### src/rtl/alu_pkg.sv
// Shared ALU datapath definitions: lookahead group width and the
// carry-lookahead helper equations used by the 4-bit lookahead cell.
package alu_pkg;

    localparam int GRP_W = 4;

    function automatic logic grp_gen(input logic [GRP_W-1:0] g, input logic [GRP_W-1:0] p);
        return g[3] | (p[3] & g[2]) | (p[3] & p[2] & g[1]) | (p[3] & p[2] & p[1] & g[0]);
    endfunction

    function automatic logic grp_prop(input logic [GRP_W-1:0] p);
        return &p;
    endfunction

    // Carries into each bit of a 4-bit group, all computed in parallel from ci.
    function automatic logic [GRP_W-1:0] lookahead4(input logic [GRP_W-1:0] g,
                                                    input logic [GRP_W-1:0] p,
                                                    input logic             ci);
        logic [GRP_W-1:0] c;
        c[0] = ci;
        c[1] = g[0] | (p[0] & ci);
        c[2] = g[1] | (p[1] & g[0]) | (p[1] & p[0] & ci);
        c[3] = g[2] | (p[2] & g[1]) | (p[2] & p[1] & g[0]) | (p[2] & p[1] & p[0] & ci);
        return c;
    endfunction

endpackage

### src/rtl/cla_group4.sv
// Combinational 4-bit carry-lookahead cell: per-bit carries plus group G/P.
module cla_group4
    import alu_pkg::*;
(
    input  logic [GRP_W-1:0] g_i,
    input  logic [GRP_W-1:0] p_i,
    input  logic             ci_i,
    output logic [GRP_W-1:0] c_o,
    output logic             g_o,
    output logic             p_o
);

    assign c_o = lookahead4(g_i, p_i, ci_i);
    assign g_o = grp_gen(g_i, p_i);
    assign p_o = grp_prop(p_i);

endmodule

### src/rtl/cla_pipe_adder.sv
// Three-stage handshaked carry-lookahead adder with whole-word group G/P
// outputs so wider adders can cascade it.
module cla_pipe_adder
    import alu_pkg::*;
#(
    parameter int WIDTH = 16
) (
    input  logic             clk,
    input  logic             rst_n,
    input  logic             in_valid,
    output logic             in_ready,
    input  logic [WIDTH-1:0] a,
    input  logic [WIDTH-1:0] b,
    input  logic             cin,
    output logic             out_valid,
    input  logic             out_ready,
    output logic [WIDTH-1:0] sum,
    output logic             cout,
    output logic             g_out,
    output logic             p_out
);

    localparam int NGRP = WIDTH / GRP_W;

    logic             v1_q, v2_q, v3_q;
    logic             v1_d, v2_d, v3_d;
    logic             adv1, adv2, adv3, load1;

    logic [WIDTH-1:0] g1_q, p1_q;
    logic             cin1_q;
    logic [WIDTH-1:0] p2_q;
    logic [WIDTH:0]   c2_q;
    logic             wg2_q, wp2_q;
    logic [WIDTH-1:0] sum_q;
    logic             cout_q, g_out_q, p_out_q;

    logic [NGRP-1:0]  grp_g, grp_p;
    logic [NGRP:0]    c_grp;
    logic [WIDTH-1:0] c_bit;
    logic             word_g, word_p;

    // Each stage advances only when the one below it is empty or advancing,
    // so in_ready ripples combinationally back from out_ready.
    always_comb begin
        adv3  = v3_q & out_ready;
        adv2  = v2_q & (~v3_q | adv3);
        adv1  = v1_q & (~v2_q | adv2);
        load1 = in_valid & in_ready;
        v1_d  = load1 | (v1_q & ~adv1);
        v2_d  = adv1  | (v2_q & ~adv2);
        v3_d  = adv2  | (v3_q & ~adv3);
    end

    assign in_ready = ~v1_q | adv1;

    for (genvar k = 0; k < NGRP; k++) begin : g_grp
        cla_group4 u_grp (
            .g_i  (g1_q[k*GRP_W +: GRP_W]),
            .p_i  (p1_q[k*GRP_W +: GRP_W]),
            .ci_i (c_grp[k]),
            .c_o  (c_bit[k*GRP_W +: GRP_W]),
            .g_o  (grp_g[k]),
            .p_o  (grp_p[k])
        );
    end

    if (NGRP == GRP_W) begin : g_lvl2_cell
        logic [GRP_W-1:0] c_lvl2;
        cla_group4 u_lvl2 (
            .g_i  (grp_g),
            .p_i  (grp_p),
            .ci_i (cin1_q),
            .c_o  (c_lvl2),
            .g_o  (word_g),
            .p_o  (word_p)
        );
        assign c_grp = {word_g | (word_p & cin1_q), c_lvl2};
    end else begin : g_lvl2_generic
        // Other widths fold the group G/P terms directly; word G is the
        // carry out of the word with a zero carry in.
        always_comb begin
            c_grp[0] = cin1_q;
            word_g   = 1'b0;
            for (int k = 0; k < NGRP; k++) begin
                c_grp[k+1] = grp_g[k] | (grp_p[k] & c_grp[k]);
                word_g     = grp_g[k] | (grp_p[k] & word_g);
            end
            word_p = &grp_p;
        end
    end

    // NOTE: sequential state uses non-blocking assignments so every register
    // samples pre-edge values regardless of statement order.
    always_ff @(posedge clk or negedge rst_n) begin
        if (!rst_n) begin
            v1_q    <= 1'b0;
            v2_q    <= 1'b0;
            v3_q    <= 1'b0;
            sum_q   <= '0;
            cout_q  <= 1'b0;
            g_out_q <= 1'b0;
            p_out_q <= 1'b0;
        end else begin
            v1_q <= v1_d;
            v2_q <= v2_d;
            v3_q <= v3_d;
            if (adv2) begin
                sum_q   <= p2_q ^ c2_q[WIDTH-1:0];
                cout_q  <= c2_q[WIDTH];
                g_out_q <= wg2_q;
                p_out_q <= wp2_q;
            end
        end
    end

    // NOTE: S1/S2 data registers are not reset; their valid bits already
    // mark them empty, so stale contents are never observed.
    always_ff @(posedge clk) begin
        if (load1) begin
            g1_q   <= a & b;
            p1_q   <= a ^ b;
            cin1_q <= cin;
        end
        if (adv1) begin
            p2_q  <= p1_q;
            c2_q  <= {c_grp[NGRP], c_bit};
            wg2_q <= word_g;
            wp2_q <= word_p;
        end
    end

    assign out_valid = v3_q;
    assign sum       = sum_q;
    assign cout      = cout_q;
    assign g_out     = g_out_q;
    assign p_out     = p_out_q;

endmodule

### config.mk
export PLATFORM = sky130hd
export DESIGN_NAME = cla_pipe_adder
export DESIGN_NICKNAME = d
export VERILOG_FILES = /design/src/rtl/alu_pkg.sv /design/src/rtl/cla_group4.sv /design/src/rtl/cla_pipe_adder.sv
export SDC_FILE = /design/constraint.sdc
export NUM_CORES = 1
export LEC_CHECK = 0
export CAP_MARGIN = 20
export CORE_MARGIN = 1.5
export CORE_UTILIZATION = 56
export CTS_CLUSTER_DIAMETER = 30
export CTS_CLUSTER_SIZE = 16
export DETAILED_ROUTE_END_ITERATION = 8
export DONT_BUFFER_PORTS = 1
export HOLD_SLACK_MARGIN = 0.08
export PLACE_DENSITY = 0.74
export SLEW_MARGIN = 20
export SYNTH_ARGS = -nofsm -noshare
export SYNTH_HDL_FRONTEND = slang
export SYNTH_SLANG_ARGS = --single-unit
### constraint.sdc
create_clock -name clk -period 1.7 [get_ports clk]
set_input_delay 0.34 -clock clk [delete_from_list [all_inputs] [get_ports clk]]
set_output_delay 0.34 -clock clk [all_outputs]
set_load 0.01 [all_outputs]
# [Word level (Yosys, flattened, before mapping)]
# Index checks and enable logic that the tools add are counted.
# Widths: inputs -> output; s select.
[op_classes] reduce_logical=5 n_bitwise=139
[op_table] op="$and 1x1->1" count=78
[op_table] op="$or 1x1->1" count=52
[op_table] op="$xor 16x16->16" count=2
[op_table] op="$and 16x16->16" count=1
[op_table] op="$reduce_and 16->1" count=1
[op_table] op="$reduce_and 4->1" count=4
[op_table] op="$not 1->1" count=6
[totals] word_cells=158 output_inout_bits=21 regBits=90 in_bits=37

# [Longest topological paths before layout]
# Gate-level depths: netlist (run 1).
[depth] word_depth=10 depth_mapped=5 depth_no_buf=5

# [Hierarchy]
# A second synthesis (run 1) with hierarchy kept.
[hier_totals] hier_cells=202 area_unflattened_um2=3617.2
[modules_own_cells] mod="cla_pipe_adder" cells_per_inst=152 instances=1 area_each_um2=3285.7 seq_area_each_um2=2592.5
[modules_own_cells] mod="cla_group4" cells_per_inst=10 instances=5 area_each_um2=66.3 seq_area_each_um2=0.0

# [Least setup slack after synthesis (run 1)]
# OpenSTA, ideal clock, no wires.
[synth_path] path_type="reg2reg" start="register v3_q, in the netlist out_valid" end="register cin1_q, enable pin" path_slack_ps=-253 period_less_slack_ps=1953 path_buffers=0 arrival_ps=1560 setup_ps=393 stages_incl_launch_ff=4 t_required_ps=1307 cell_sequence="dfrtp_1 -> nor2b_1 -> nand3_1 -> and2_1"
[synth_via] elab_chain_cells=7 elab_cells_between_ends=8 classes_between="bitwise: 8"
[synth_rtl] element="start: declaration" line_no="cla_pipe_adder.sv:25" text="logic v1_q, v2_q, v3_q;"
[synth_rtl] element="start signal: assignment" line_no="cla_pipe_adder.sv:106" text="v3_q <= v3_d;"
[synth_rtl] element="$and 1x1->1 / $not 1->1 (equally long branches)" line_no="cla_pipe_adder.sv:45, cla_pipe_adder.sv:46"
[synth_rtl] element="$or 1x1->1 *" line_no="cla_pipe_adder.sv:46" text="adv2 = v2_q & (~v3_q | adv3);"
[synth_rtl] element="$and 1x1->1 *" line_no="cla_pipe_adder.sv:46"
[synth_rtl] element="$or 1x1->1 *" line_no="cla_pipe_adder.sv:47" text="adv1 = v1_q & (~v2_q | adv2);"
[synth_rtl] element="$and 1x1->1 *" line_no="cla_pipe_adder.sv:47"
[synth_rtl] element="$or 1x1->1 *" line_no="cla_pipe_adder.sv:54" text="assign in_ready = ~v1_q | adv1;"
[synth_rtl] element="named net in_ready" line_no="cla_pipe_adder.sv:11" text="output logic in_ready,"
[synth_rtl] element="$and 1x1->1 *" line_no="cla_pipe_adder.sv:48" text="load1 = in_valid & in_ready;"
[synth_rtl] element="named net load1" line_no="cla_pipe_adder.sv:27" text="logic adv1, adv2, adv3, load1;"
[synth_rtl] element="end signal: assignment" line_no="cla_pipe_adder.sv:122" text="cin1_q <= cin;"
[synth_rtl] element="end: declaration" line_no="cla_pipe_adder.sv:30" text="logic cin1_q;"
# The timed path passes the listed nets; every way through them passes the cells marked *.
# A chain may end at the register's enable or synchronous reset.

# [Final worst setup path (run 1)]
[layout_path] start="register p1_q[1]" end="register c2_q[9] (data pin)"
[layout_via] elab_chain_cells=8 elab_cells_between_ends=11 classes_between="bitwise: 10; reduce/logical: 1"
[layout_rtl] element="start: declaration" line_no="cla_pipe_adder.sv:29" text="logic [WIDTH-1:0] g1_q, p1_q;"
[layout_rtl] element="start signal: assignment" line_no="cla_pipe_adder.sv:121" text="p1_q <= a ^ b;"
[layout_rtl] element="$and 1x1->1 (2 in series)" line_no="alu_pkg.sv:8" text="return g[3] | (p[3] & g[2]) | (p[3] & p[2] & g[1]) | (p[3] & p[2] & p[1] & g[0]);"
[layout_rtl] element="$or 1x1->1" line_no="alu_pkg.sv:8"
[layout_rtl] element="$and 1x1->1" line_no="alu_pkg.sv:22" text="c[2] = g[1] | (p[1] & g[0]) | (p[1] & p[0] & ci);"
[layout_rtl] element="$or 1x1->1" line_no="alu_pkg.sv:22"
[layout_rtl] element="$or 1x1->1 *" line_no="alu_pkg.sv:22"
[layout_rtl] element="named net c_bit[8]" line_no="cla_pipe_adder.sv:39" text="logic [WIDTH-1:0] c_bit;"
[layout_rtl] element="$and 1x1->1 *" line_no="alu_pkg.sv:21" text="c[1] = g[0] | (p[0] & ci);"
[layout_rtl] element="$or 1x1->1 *" line_no="alu_pkg.sv:21"
[layout_rtl] element="named net c_bit[9]" line_no="cla_pipe_adder.sv:39"
[layout_rtl] element="end signal: assignment" line_no="cla_pipe_adder.sv:126" text="c2_q <= {c_grp[NGRP], c_bit};"
[layout_rtl] element="end: declaration" line_no="cla_pipe_adder.sv:32" text="logic [WIDTH:0] c2_q;"
# Marked as above.

==> reports/qor.yml, run 1 <==
areaGrowthSynthToFinish_pct: 10.69
synth_ff_type: "sky130_fd_sc_hd__edfxtp_1"
core_rows: 28
yosys_warnings: 0
clkTransAtPathRegs_ps: 80
final-max-slew-violation-count: 0
synth.top_cell.area_share_pct: 56.84
yosys-top-cells-count: "sky130_fd_sc_hd__edfxtp_1, sky130_fd_sc_hd__nand2_1, sky130_fd_sc_hd__dfrtp_1"
die_h_microns: 83.09
route.detailed.vias_per_inst: 5.557
critPathBufInv: 1
seq_area_frac_synth_pct: 72.17
place.detailed.instances: 315
die_ar_sq_um: 6904
remaining_drc_errors: 0
summed_instance_area_of_the_synthesized_netlist_sq_um: 3592
unrepaired_setup_endpoints_after_global_routing: "false"
timing.critical_path.cells: "a21oi_1 -> o21ai_2 -> a211oi_2 -> inv_1 -> a21o_1"
timing.hold.worst.class: "primary input to register"
dr.pass1.iters: 4
horiz_die_dim_microns: 83.09
timing.final.setup_violations: 0
cts-buffers-inserted: 9
timing.critical_path.to: "c2_q[9]"
nets: 307
worst-endpoint-arrival_ps: 1720
syn-instance-count: 236
crit_cells: 5
grt_pass1_wl_microns: 8673
drt_iter0_drc: 102
reg2reg_setup_slack_ps: 80
clock_root_cell: "sky130_fd_sc_hd__clkbuf_8"
synth.top_cells.by_area: "sky130_fd_sc_hd__edfxtp_1, sky130_fd_sc_hd__dfrtp_1, sky130_fd_sc_hd__ha_1"
pin_count_of_the_biggest_net_entering_global_routing: 34
synth.largest_area_cell: "sky130_fd_sc_hd__edfxtp_1"
asyncSetResetFlopFracSynth_pct: 24.44
syn-num-nets: 289
maxClockFrequency_mhz: 618.8
cp-startpoint: "p1_q[1]"
start_kind: "register"
post_synth_edffs: 68
critPathMaxFanout: 5
timing.rr.start: "p1_q[1]"
htree_num_levels: 3
detailed_place_hpwl_microns: 3775
drv.max_cap_violation_count: 0
worstHoldStart: "in_valid"
wire_per_inst_microns: 15.92
initial_core_util_pct: 59.27
grt_usage_pct: 16.34
post-synth-top-count-cell: "sky130_fd_sc_hd__edfxtp_1"
drive_above_1_share_pct: 14.29
port_buffers: 0
max_stage_delay_on_crit_path_ps: 470
fin_util_pct: 65.61
grt_antenna_before_repair: 0
power_density_nw_per_um2: 1194
coreArea_sq_um: 6061
dr_total_vias: 1856
endpoint_kind: "register"
totalNegativeSetupSlack_ps: 0
status: "complete, no violations"
cts-root-to-sink-buffers: 2
netlist-cell-type-count: 37
period_minus_slack_ps: 1616
worstSetupPathType: "register to register"
diodes: 0
synth.ff_latch_count: 90
leakage_power_nw: 1.478
fin_cells: 334
synth.avg_cell_area_sq_um: 15.22
hold_violation_total_from_the_final_report: 0
totalWireLength_microns: 5316
clock_latency_ps: 350
clock_tree_from_tritoncts: "built"
grt_pass1_vias: 1787
r2r_end: "c2_q[9]"
slew-limit-headroom_pct: 67.62
crit_path_top_delay_cell: "sky130_fd_sc_hd__edfxtp_1"
critPathTopFamily: "compound AO/OA/AOI/OAI gates"
place_congestion: 0.8275
setup_clock_skew_after_layout_ps: 5.851
cts_num_sinks: 90
cp.required_ps: 1800
design.portCount: 58
worst_ir_drop_vdd_v: 0.0007300
antenna_left: 0
gr-total-overflow: 0
slew_at_the_pin_closest_to_its_max_slew_limit_ps: 485.7
rr_worst_depth: 5
timing.final.crit_share_pct: 95.06
## where the power goes
part | total [mW] | switching, mW | internal (mW)
combinational | 0.466 | 0.258 | 0.208
clock | 1.35 | 0.675 | 0.670
sequential | 2.94 | 0.239 | 2.70
## flip-flops by register name, indices dropped and copies added (netlist names), 16 cells and up
signal	flops
p2_q	16
p1_q	16
c2_q	17
g1_q	16
sum	16
## worst min path at each step
stage | end | slack, ps | cells past startpoint
2_1_floorplan | cout | 40 | 0
3_3_place_gp | sum[9] | 40 | 0
3_5_place_dp | sum[9] | 40 | 0
4_1_cts | v1_q | 90 | 1
5_1_grt | v1_q | 90 | 1
6_report | v1_q | 110 | 1
## area by class of cell
type	count	area, sq um
repair buffers	10	102.6
multi-input cells	140	998.5
fillers	447	2085
clock buffers	12	135.1
clock inverters	4	42.54
inverters	3	11.26
flip-flops and latches	90	2592
well taps	75	93.84
## cell families after synthesis
kind of cell | count (synthesis) | share of synthesized area [%]
AOI/OAI and AO/OA | 51 | 8.638
muxes | 3 | 0.9404
xor gates and xnor gates | 16 | 3.901
adders and majority gates | 16 | 5.573
and+or+nand+nor | 54 | 8.081
DFF | 90 | 72.17
buffers and inverters | 6 | 0.6965
## worst register-to-register path, stage by stage, from the launching register on
cell,delay (ps)
sky130_fd_sc_hd__edfxtp_1,470
sky130_fd_sc_hd__a21oi_1,200
sky130_fd_sc_hd__o21ai_2,110
sky130_fd_sc_hd__a211oi_2,310
sky130_fd_sc_hd__inv_1,100
sky130_fd_sc_hd__a21o_1,190
## stage by stage
stage               cell area (sq um)  setup slack [ps]  hold slack (ps)  total power, mW
floorplan                        3595             88.56            44.41            3.265
global placement                 3752             145.4            44.82            3.411
detailed placement               3752             78.78            44.85            3.440
CTS                              3950             71.37            94.76            4.770
global route                     3976             5.776            87.16            4.960
finish                           3976             83.94            108.8            4.748
## metal layers
layer	GRT usage (%)	vias to the layer above	wire [microns]
li1	-	907	-
met1	22.36	874	2487
met2	23.95	63	2355
met3	4.672	12	338
met4	8.485	0	134
met5	0	-	0
## cells in the final DEF (no fill, tap or decap), types with 2 or more instances in the layout
master	count
sky130_fd_sc_hd__clkbuf_8	9
sky130_fd_sc_hd__buf_12	2
sky130_fd_sc_hd__buf_4	5
sky130_fd_sc_hd__mux2_2	3
sky130_fd_sc_hd__and2_2	2
sky130_fd_sc_hd__a21o_1	4
sky130_fd_sc_hd__dfrtp_1	22
sky130_fd_sc_hd__nand2b_1	6
sky130_fd_sc_hd__clkbuf_1	3
sky130_fd_sc_hd__edfxtp_1	68
sky130_fd_sc_hd__nor3_1	2
sky130_fd_sc_hd__o21ai_0	20
sky130_fd_sc_hd__a31oi_1	2
sky130_fd_sc_hd__dlygate4sd3_1	2
sky130_fd_sc_hd__nor2_1	6
sky130_fd_sc_hd__o21ai_2	2
sky130_fd_sc_hd__clkinv_1	2
sky130_fd_sc_hd__nand3_1	2
sky130_fd_sc_hd__inv_1	3
sky130_fd_sc_hd__ha_1	16
sky130_fd_sc_hd__nand2_1	26
sky130_fd_sc_hd__nand4_1	2
sky130_fd_sc_hd__a21oi_1	12
sky130_fd_sc_hd__xnor2_1	16
## repair_timing
item / CTS / global route
setup buffers: 0 / 0
hold buffers: 2 / 1
setup endpoints to repair: 0 / 3
hold endpoints to repair: 23 / 22
gates resized for setup: 0 / 5
Power figures use the tool's default switching activity.
==> inputs of run 2 (changes only) <==
--- a/config.mk
+++ b/config.mk
@@ -6,15 +6,16 @@
 export NUM_CORES = 1
 export LEC_CHECK = 0
 export CAP_MARGIN = 20
+export CELL_PAD_IN_SITES_DETAIL_PLACEMENT = 1
+export CELL_PAD_IN_SITES_GLOBAL_PLACEMENT = 2
 export CORE_MARGIN = 1.5
-export CORE_UTILIZATION = 56
+export CORE_UTILIZATION = 40
 export CTS_CLUSTER_DIAMETER = 30
 export CTS_CLUSTER_SIZE = 16
 export DETAILED_ROUTE_END_ITERATION = 8
 export DONT_BUFFER_PORTS = 1
 export HOLD_SLACK_MARGIN = 0.08
-export PLACE_DENSITY = 0.74
-export SLEW_MARGIN = 20
+export PLACE_DENSITY_LB_ADDON = 0.1
 export SYNTH_ARGS = -nofsm -noshare
 export SYNTH_HDL_FRONTEND = slang
 export SYNTH_SLANG_ARGS = --single-unit
==> run 2 against run 1 <==
Register-to-register slack gained 30 ps; global-route usage shrank 3.0 points; sequential share of layout area shrank 1.9 points; core utilization shrank 19 points; die area grew 38%; power grew 4.4%; setup slack gained 29 ps; cell area grew 2.9%; sequential power is essentially flat; via count shrank 0.43%; highest routed layer unchanged.
==> reports/qor.yml, run 2 (synthesis results as in run 1) <==
power_density_nw_per_um2: 1211  # +1.4%
timing.hold.worst.class: "primary input to register"
worst_ir_drop_vdd_v: 0.0004376  # -40%
core_rows: 34  # +21%
worst-endpoint-arrival_ps: 1670  # -50 ps
maxClockFrequency_mhz: 630.0  # +1.8%
status: "complete, no violations"
slew_at_the_pin_closest_to_its_max_slew_limit_ps: 452.4  # -33.34 ps
clock_latency_ps: 350  # about the same
pin_count_of_the_biggest_net_entering_global_routing: 36  # +5.9%
unrepaired_setup_endpoints_after_global_routing: "false"
critPathMaxFanout: 4  # -1
grt_antenna_before_repair: 0  # unchanged
dr.pass1.iters: 4  # unchanged
clock_tree_from_tritoncts: "built"
postCtsSetupRepairBufs: 0  # unchanged
worstHoldPathCells: 1  # unchanged
port_buffers: 0  # unchanged
timing.final.crit_share_pct: 93.36  # -1.7 points
remaining_drc_errors: 0  # unchanged
design.portCount: 58  # unchanged
period_minus_slack_ps: 1587  # -28.86 ps
mostFrequentLayoutCells: "sky130_fd_sc_hd__edfxtp_1, sky130_fd_sc_hd__nand2_1, sky130_fd_sc_hd__dfrtp_1, sky130_fd_sc_hd__o21ai_0"
initial_core_util_pct: 41.19  # -18 points
gr-total-overflow: 0  # unchanged
mostFrequentLayoutCell: "sky130_fd_sc_hd__edfxtp_1"
max_stage_delay_on_crit_path_ps: 420  # -50 ps
cp.required_ps: 1790  # about the same
cts-buffers-inserted: 9  # unchanged
totalNegativeSetupSlack_ps: 0  # unchanged
largest_register_ff_count: 17  # unchanged
timing.critical_path.cells: "a21oi_2 -> o21ai_2 -> a2111oi_0 -> a21oi_1"
largest-register: "c2_q"
endpoint_kind: "register"
antenna_left: 0  # unchanged
timing.final.setup_violations: 0  # unchanged
totalWireLength_microns: 5897  # +11%
cts-root-to-sink-buffers: 2  # unchanged
setup_clock_skew_after_layout_ps: 10.38  # +4.530 ps
start_kind: "register"
wire_per_inst_microns: 15.94  # +0.14%
slew-limit-headroom_pct: 69.84  # +2.2 points
drive_above_1_share_pct: 14.89  # +0.60 points
dr_total_vias: 1848  # -0.43%
fin_util_pct: 46.93  # -19 points
rr_worst_depth: 4  # -1
grt_pass1_wl_microns: 9556  # +10%
worstSetupPathType: "register to register"
route.detailed.vias_per_inst: 4.995  # -10%
cts_num_sinks: 90  # unchanged
horiz_die_dim_microns: 97.77  # +18%
detailed_place_hpwl_microns: 4138  # +9.6%
nets: 310  # +0.98%
grt_usage_pct: 13.33  # -3.0 points
place_congestion: 0.7463  # -9.8%
hold_violation_total_from_the_final_report: 0  # unchanged
reg2reg_setup_slack_ps: 110  # +30 ps
drv.max_cap_violation_count: 0  # unchanged
areaGrowthSynthToFinish_pct: 13.93
die_ar_sq_um: 9558  # +38%
leakage_power_nw: 1.507  # +2.0%
drt_iter0_drc: 42  # -59%
diodes: 0  # unchanged
clkTransAtPathRegs_ps: 90  # about the same
htree_num_levels: 3  # unchanged
clock_root_cell: "sky130_fd_sc_hd__clkbuf_8"
coreArea_sq_um: 8721  # +44%
final-max-slew-violation-count: 0  # unchanged
grt_pass1_vias: 1837  # +2.8%
crit_path_top_delay_cell: "sky130_fd_sc_hd__edfxtp_1"
die_h_microns: 97.77  # +18%
## run 2: cell types whose count changed in the layout (fill, tap and decap cells not counted), sizes merged
cell         before  now
bufinv            1    2
clkinvlp          0    2
clkbuf           12   11
buf               8   10
dlygate4sd3       2    3
clkinv            3    1
## run 2: area by class of cell
type | count | area (sq um)
clock buffers | 11 | 131.4
multi-input cells | 140 | 993.5
inverters | 3 | 11.26
flip-flops and latches | 90 | 2592
clock inverters | 5 | 78.83
well taps | 108 | 135.1
repair buffers | 13 | 150.1
fillers | 859 | 4628
## run 2: final timing paths
kind                            startpoint       to
max in group asynchronous            rst_n   sum[0]
worst min-delay path                  b[9]  p1_q[9]
worst max-delay path               g1_q[8]    wg2_q
worst min register to register      cin1_q  c2_q[0]
min in group asynchronous            rst_n   sum[9]
worst max register to register     g1_q[8]    wg2_q
## run 2: repair_timing
action	CTS	global route
endpoints found under the hold margin	24	0
pin swaps	0	1
endpoints found under the setup margin	34	2
gates resized for setup	2	2
hold buffers	3	0
## run 2: power by group
group          total, mW  switching, mW  internal, mW
Sequential          2.94          0.237          2.70
Clock               1.53          0.709         0.825
Combinational      0.487          0.265         0.222
## run 2: routing by layer
metal	vias up	track usage (%)	routed length, microns
met5	-	0	0
met4	0	7.912	133
met3	10	3.078	267
met2	47	20.41	2678
met1	876	17.44	2816
li1	915	-	-
## run 2: critical path: cells and delay by family (launching register included)
kind / cells / cell delay (ps)
AO/OA/AOI/OAI: 4 / 900
flip-flops: 1 / 420
## run 2: per-stage QoR
step                      instances  total power, mW  setup slack, ps  hold slack [ps]  cell area [sq um]
final                           370            4.956            112.8            188.0               4093
after CTS                       369            5.019            61.76            168.8               4054
after floorplan                 236            3.265            88.56            44.41               3595
after global routing            370            5.196            6.167            158.9               4093
after global placement          350            3.444            48.29            45.09               3809
after detailed placement        350            3.464           -11.02            45.26               3809
